`src/rtl/axis_miner_loader.sv`:
```
// ---------------------------------------------------------------------------
// axis_miner_loader
//
// Upstream stage of the AXI-Stream bitcoin miner wrapper. Collects one
// block-header frame of NUMBER_OF_INPUT_WORDS words from an AXI-Stream slave,
// packs it into the flat in_fifo bus, fires a one-cycle en pulse, and then
// refuses further input until the miner signals completion with a rising
// edge on done. Frames whose tlast does not land on the final word are
// dropped and reported with a one-cycle frame_err pulse.
//
// Optional build macro:
//   LOADER_BYTE_SWAP_EN  - byte-reverse every captured word before storage
//                          (little-endian serialized header -> big-endian
//                          miner words). AXIS_TDATA_WIDTH must be a multiple
//                          of 8. Undefined: words are stored verbatim.
//
// Ports:
//   clk            in   single clock, rising edge
//   reset          in   asynchronous active-low reset
//   s_axis_tdata   in   stream data word
//   s_axis_tvalid  in   stream valid
//   s_axis_tlast   in   last word of frame
//   s_axis_tready  out  stream ready (low while in reset)
//   in_fifo        out  packed frame, word j at [j*W +: W]
//   en             out  one-cycle start pulse to the miner
//   done           in   miner completion level (only its 0->1 edge counts)
//   busy           out  high from frame capture until miner completion
//   frame_err      out  one-cycle pulse per dropped malformed frame
//   state_dbg      out  current FSM state (0 RECV, 1 DRAIN, 2 START, 3 WAIT)
//
// Handshake: a word transfers on a rising clk edge where s_axis_tvalid and
// s_axis_tready are both high; tready never depends on tvalid.
// ---------------------------------------------------------------------------
module axis_miner_loader #(
  parameter int NUMBER_OF_INPUT_WORDS = 20,
  parameter int AXIS_TDATA_WIDTH      = 32
) (
  input  logic                                              clk,
  input  logic                                              reset,
  input  logic [AXIS_TDATA_WIDTH-1:0]                       s_axis_tdata,
  input  logic                                              s_axis_tvalid,
  input  logic                                              s_axis_tlast,
  output logic                                              s_axis_tready,
  output logic [NUMBER_OF_INPUT_WORDS*AXIS_TDATA_WIDTH-1:0] in_fifo,
  output logic                                              en,
  input  logic                                              done,
  output logic                                              busy,
  output logic                                              frame_err,
  output logic [1:0]                                        state_dbg
);

  localparam int N  = NUMBER_OF_INPUT_WORDS;
  localparam int W  = AXIS_TDATA_WIDTH;
  localparam int CW = (N > 1) ? $clog2(N) : 1;
  localparam logic [CW-1:0] LAST_IDX = CW'(N - 1);

  typedef enum logic [1:0] {
    S_RECV  = 2'd0,
    S_DRAIN = 2'd1,
    S_START = 2'd2,
    S_WAIT  = 2'd3
  } state_t;

  state_t        state_q, state_d;
  logic [CW-1:0] cnt_q, cnt_d;
  logic          done_q;
  logic          err_d;
  logic          wr_en;
  logic          rdy;
  logic          xfer;
  logic [W-1:0]  words_q [N];

  // Storage format of a captured word.
  function automatic logic [W-1:0] fmt_word(input logic [W-1:0] d);
    logic [W-1:0] r;
`ifdef LOADER_BYTE_SWAP_EN
    r = '0;
    for (int b = 0; b < W / 8; b++) begin
      r[b*8 +: 8] = d[W-8-b*8 +: 8];
    end
`else
    r = d;
`endif
    return r;
  endfunction

  // Gating with reset keeps tready low for the whole time reset is held,
  // even though the state register already reads RECV.
  assign rdy           = reset && ((state_q == S_RECV) || (state_q == S_DRAIN));
  assign s_axis_tready = rdy;
  assign xfer          = s_axis_tvalid && rdy;
  assign state_dbg     = state_q;

  // Next-state and outputs.
  always_comb begin
    state_d = state_q;
    cnt_d   = cnt_q;
    err_d   = 1'b0;
    wr_en   = 1'b0;
    en      = 1'b0;
    busy    = 1'b0;
    case (state_q)
      S_RECV: begin
        if (xfer) begin
          wr_en = 1'b1;
          if (cnt_q == LAST_IDX) begin
            cnt_d   = '0;
            state_d = s_axis_tlast ? S_START : S_DRAIN;
          end else if (s_axis_tlast) begin
            // Short frame: partial data stays in in_fifo, but no en follows.
            err_d = 1'b1;
            cnt_d = '0;
          end else begin
            cnt_d = cnt_q + 1'b1;
          end
        end
      end
      S_DRAIN: begin
        if (xfer && s_axis_tlast) begin
          err_d   = 1'b1;
          state_d = S_RECV;
        end
      end
      S_START: begin
        en      = 1'b1;
        busy    = 1'b1;
        state_d = S_WAIT;
      end
      S_WAIT: begin
        busy = 1'b1;
        // A done level left over from the previous job has done_q high and
        // therefore cannot complete this one.
        if (done && !done_q) begin
          state_d = S_RECV;
        end
      end
      default: state_d = S_RECV;
    endcase
  end

  always_ff @(posedge clk or negedge reset) begin
    if (!reset) begin
      state_q   <= S_RECV;
      cnt_q     <= '0;
      done_q    <= 1'b0;
      frame_err <= 1'b0;
    end else begin
      state_q   <= state_d;
      cnt_q     <= cnt_d;
      done_q    <= done;
      frame_err <= err_d;
    end
  end

  always_ff @(posedge clk or negedge reset) begin
    if (!reset) begin
      for (int j = 0; j < N; j++) begin
        words_q[j] <= '0;
      end
    end else if (wr_en) begin
      words_q[cnt_q] <= fmt_word(s_axis_tdata);
    end
  end

  always_comb begin
    in_fifo = '0;
    for (int j = 0; j < N; j++) begin
      in_fifo[j*W +: W] = words_q[j];
    end
  end

endmodule

```
`config.mk`:
```
export PLATFORM = sky130hd
export DESIGN_NAME = axis_miner_loader
export DESIGN_NICKNAME = d
export VERILOG_FILES = /design/src/rtl/axis_miner_loader.sv
export SDC_FILE = /design/constraint.sdc
export NUM_CORES = 1
export LEC_CHECK = 0
export ABC_AREA = 0
export CAP_MARGIN = 20
export CORE_AREA = 2 2 265 267
export DETAILED_ROUTE_END_ITERATION = 10
export DIE_AREA = 0 0 267 269
export PLACE_DENSITY = 0.7
export SLEW_MARGIN = 20
export SYNTH_ARGS = -nofsm -noshare
export SYNTH_HDL_FRONTEND = slang
export SYNTH_SLANG_ARGS = --single-unit
```
`constraint.sdc`:
```
create_clock -name clk -period 2.6 [get_ports clk]
set_clock_uncertainty 0.2 [all_clocks]
set_input_delay 0.78 -clock clk [delete_from_list [all_inputs] [get_ports clk]]
set_output_delay 0.78 -clock clk [all_outputs]
set_load 0.01 [all_outputs]
```
; After elaboration in Yosys (flattened, before gate mapping)
; Cells that the tools add are included.
[totals]
in_bits = 37
elab_cells = 67
register_bits = 649
out_inout_bits = 646
[op_classes]
mux = 20
eq_ne = 8
n_addsub = 1
n_bitwise = 1
n_lt_le_gt_ge = 2
reduce_logical = 11
[ops]
columns = cell, count
row1 = bitwise mux 640 bit, 1
row2 = demux 32 bit (select 5 bit), 1
row3 = 2-to-1 mux 32 bit, 1
row4 = 2-to-1 mux 2 bit, 5
row5 = 2-to-1 mux 5 bit, 2
row6 = 2-to-1 mux 1 bit, 8
row7 = one-hot mux 2 bit (4 select lines), 1
row8 = "greater-or-equal comparator 6 bit, second input constant", 1
row9 = "< comparator 6 x 1 -> 1 bit, second input constant", 1
row10 = NOT 5 -> 6 bit, 1
row11 = "adder 5 x 1 -> 5 bit, second input constant", 1
row12 = "equality test 5 bit, second input constant", 1
row13 = logical AND 1 bit, 5
row14 = "equality test 2 bit, second input constant", 2
row15 = "inequality test 2 x 1 -> 1 bit, second input constant", 2
row16 = "inequality test 2 bit, second input constant", 2
row17 = AND reduction 4 bit, 1
row18 = "equality test 2 x 1 -> 1 bit, second input constant", 1
row19 = logical NOT 2 bit, 1
row20 = one-hot mux 1 bit (2 select lines), 1
row21 = AND reduction 2 bit, 1
row22 = OR reduction 2 bit, 1
row23 = logical NOT 1 bit, 1
row24 = logical OR 1 bit, 1

; Depth between registers and ports, before layout
[logic_depth]
word_depth = 7
depth_mapped = 6
depth_no_buf = 4

; Worst setup path before layout
; OpenSTA, ideal clock, no wires.
[synth_path]
path_kind = in2reg
start = in reset
end = reg words_q, in the netlist in_fifo[513]
required_ns = 2.272
arrival_ns = 2.031
path_stages = 6
path_buffers = 3
slack_ns = 0.241
setup_time_ns = 0.128
path_cell_list = nor4bb_1 > buf_2 > buf_2 > nand3_1 > buf_2 > mux2_1
[synth_via]
elab_chain_cells = 4
[synth_rtl]
columns = element, line
row1 = start: declaration, 39  ; input logic reset,
row2 = logical AND 1 bit, 89  ; assign rdy = reset && ((state_q == S_RECV) || (state_q == S_DRAIN));
row3 = logical AND 1 bit, 91  ; assign xfer = s_axis_tvalid && rdy;
row4 = 2-to-1 mux 1 bit, 104  ; if (xfer) begin
row5 = 2-to-1 mux 1 bit, 102  ; case (state_q)
row6 = end signal: indexed assignment, 161  ; words_q[cnt_q] <= fmt_word(s_axis_tdata);
row7 = end: declaration, 71  ; logic [W-1:0] words_q [N];
; Every way passes these cells.
; A chain may end at the register's enable or synchronous reset.

; Final worst setup path
[layout_path]
start = reg words_q, in the netlist in_fifo[189]
end = out in_fifo[189]
[layout_rtl]
columns = element, line
row1 = end: declaration, 44  ; output logic [NUMBER_OF_INPUT_WORDS*AXIS_TDATA_WIDTH-1:0] in_fifo,
; No word-level cell between the ends.

==> flow_metrics.tcl <==
set metrics [dict create \
    dp_cells 3060 \
    path_buf_inv 1 \
    grt_overflow_total 0 \
    drt_iter0_drc 773 \
    cts_buffer_depth 3 \
    r2r-end "in_fifo[337]$_DFFE_PN0P_" \
    ir_drop_uv 488 \
    drv_slew 0 \
    grt_busiest_layer "met2" \
    synth_top_cell_area_share_pct 66.6 \
    power_density_mw_per_mm2 965 \
    cts_tree "yes" \
    setup_viol 0 \
    design.core.area_mm2 0.0693 \
    gp_congestion 0.776 \
    grt_use_met3_pct 6.22 \
    cp_top_family "buffers and inverters" \
    regArea_mm2 0.0162 \
    avgSynthCellArea_um2 16.4 \
    syn_inst 1484 \
    io_pins 683 \
    crit_path_start_kind "flip-flop" \
    worst_slew_pin_slew_ps 834 \
    vias 15600 \
    drt_wl_total_um 79500 \
    ys_types 29 \
    multiInputGateArea_mm2 0.00771 \
    leakage_nw 16.9 \
    synth_top_area_cell "dfrtp_1" \
    maxCapViolCount 0 \
    grtUsageMet2_pct 36.0 \
    drt-vias-per-instance 4.89 \
    met1_usage_pct 26.3 \
    total_power_mw 34.2 \
    path_cells "clkdlybuf4s50_1" \
    fmax_ghz 0.394 \
    grt_pass1_vias 16600 \
    stdcell_count 3194 \
    min_path_type "in -> async" \
    synth_edf_count 0 \
    critPathSlowestCell "clkdlybuf4s50_1" \
    async_flop_share_pct 100 \
    firstDrtPassIters 4 \
    avgRoutedWirePerCell_um 24.9 \
    cts.sinks 649 \
    synthTopCellsByArea "dfrtp_1, mux2_2, mux2_1" \
    cts-root-buf "clkbuf_16" \
    critPathMaxStageDelay_ps 600 \
    die_h_um 269 \
    layout-drive-gt1-share_pct 37.1 \
    reg2regPathDepth 7 \
    grt_start_max_net_pins 145 \
    crit_path_end_kind "primary output" \
    htreeDepth 3 \
    yosys_warnings 0 \
    syn_to_final_growth_pct 45.3 \
    critPathKind "reg -> out" \
    critPathMaxFanout 2 \
    clkLatencyLatePin_ps 600 \
    fillers 5724 \
    slew_headroom_pct 44.4 \
    num_rows 97 \
    rrSetupSlack_ps 230 \
    route.detailed.drc 0 \
    tritoncts.num_buffers 71 \
    synthFlopType "dfrtp_1" \
    start_util_pct 35.2 \
    fin_crit_sh_pct 97.6 \
    synth_seq_area_share_pct 66.6 \
    antenna_left 0 \
    grt_usage_pct 21.7 \
    tns_ps 0 \
    status "complete, no violations" \
    antenna_found_initial 6 \
    portBuffers 682 \
    final_hold_viol_count 0 \
    dp_hpwl_um 54700 \
    cp.required_ps 1620 \
    ys_ff_latch 649 \
    synth_fp_nets 1525 \
    rsz0062_at_grt "no" \
    die-area_mm2 0.0718 \
    hold_ws_ps 56.0 \
    arrival_ps 1560 \
    synthesis.area_mm2 0.0244 \
    fp.dieW_um 267 \
    clkTransAtPathRegs_ps 60 \
    grt_pass1_wl_um 114000 \
    fin_nets 2240 \
    r2r_start "state_dbg[1]$_DFFE_PN0P_" \
    fin_crit_ps 2540 \
]
layout by cell type (no fill, tap or decap), types with 2 or more instances in the layout:
cell / synthesis / final
clkinv_16: 0 / 3
nand2_1: 6 / 6
clkinv_2: 0 / 8
nand3_1: 22 / 2
inv_6: 0 / 2
nor3b_1: 2 / 2
nor2b_1: 2 / 2
inv_1: 4 / 4
clkinvlp_4: 0 / 3
clkbuf_16: 0 / 71
o21ai_0: 4 / 4
dlymetal6s2s_1: 0 / 11
dlygate4sd2_1: 0 / 7
dfrtp_1: 649 / 647
nand3_2: 0 / 20
buf_12: 0 / 27
dfrtp_2: 0 / 2
mux2_2: 603 / 603
mux2_1: 37 / 37
bufinv_16: 0 / 5
clkbuf_1: 72 / 11
diode_2: 0 / 3
o31ai_1: 3 / 3
ha_1: 4 / 4
clkdlybuf4s50_1: 0 / 661
buf_4: 0 / 63
clkbuf_8: 0 / 19
nor2_1: 3 / 3
report_power, final:
part           switching (mW)  total [mW]  leakage (nW)  internal (mW)
sequential               1.31        13.8          8.71           12.5
combinational            4.14        10.1          6.96           5.93
clock                    4.21        10.4          1.19           6.14
synthesized netlist by cell type (2+ instances only):
| cell | number |
|---|---|
| ha_1 | 4 |
| nand2_1 | 6 |
| buf_2 | 51 |
| nor2b_1 | 2 |
| buf_1 | 8 |
| clkbuf_1 | 72 |
| mux2_2 | 603 |
| o21ai_0 | 4 |
| nand3_1 | 22 |
| dfrtp_1 | 649 |
| nor2_1 | 3 |
| o31ai_1 | 3 |
| mux2_1 | 37 |
| nor3b_1 | 2 |
| inv_1 | 4 |
flip-flops by register name, indices dropped and copies added, names as in the netlist:
| name | flops |
|---|---|
| frame_err | 1 |
| cnt_q | 5 |
| state_dbg | 2 |
| done_q | 1 |
| in_fifo | 640 |
how the worst max path moves through the flow:
stage | startpoint | to | slack, ps | depth (start not counted)
after floorplan | reset | in_fifo[513]$_DFFE_PN0P_ | 240 | 6
after global placement | s_axis_tvalid | in_fifo[32]$_DFFE_PN0P_ | -240 | 6
after detailed placement | s_axis_tvalid | in_fifo[337]$_DFFE_PN0P_ | -230 | 6
after CTS | in_fifo[6]$_DFFE_PN0P_ | in_fifo[6] | 0.5 | 1
after global routing | in_fifo[157]$_DFFE_PN0P_ | in_fifo[157] | 0.5 | 1
final | in_fifo[189]$_DFFE_PN0P_ | in_fifo[189] | 60 | 1
cell type report:
class	instances	share of cell area, %
multi-input cells	700	21.7
diodes	3	0.0212
inverters	4	0.0423
flip-flops and latches	649	45.8
repair buffers	773	22.2
well taps	940	3.32
clock inverters	24	1.04
clock buffers	101	5.86
cell families (layout without fill, tap and decap cells):
kind of cell,after synthesis,after routing,synth area share (%)
DFF,649,649,66.6
muxes,640,640,29.5
buffers and inverters,135,902,2.34
and+or+nand+nor,41,41,0.923
AOI/OAI and AO/OA,14,14,0.410
adders and majority gates,4,4,0.205
xor gates and xnor gates,1,1,0.0359
other,0,3,0
per-layer routing:
layer / part of all wire, % / routed length, um
met5: 0 / 0
met4: 4.1 / 3290
met3: 7.4 / 5850
met2: 49 / 38600
met1: 40 / 31800
stage by stage:
stage	utilization (%)	instance area, um2	setup WS, ps
CTS	51.1	35400	0.451
global placement	47.5	32900	-236
global route	51.2	35500	0.528
finish	51.2	35500	62.9
floorplan	-	24400	241
detailed placement	47.5	32900	-226
repair_timing:
item                                   in CTS  in global routing
gates resized for setup                    11                 12
buffers inserted                            5                  0
hold buffers                                1                  0
setup endpoints to repair                   9                 12
endpoints found under the hold margin       2                  0
Note: power is estimated with default switching activity, not from simulation.
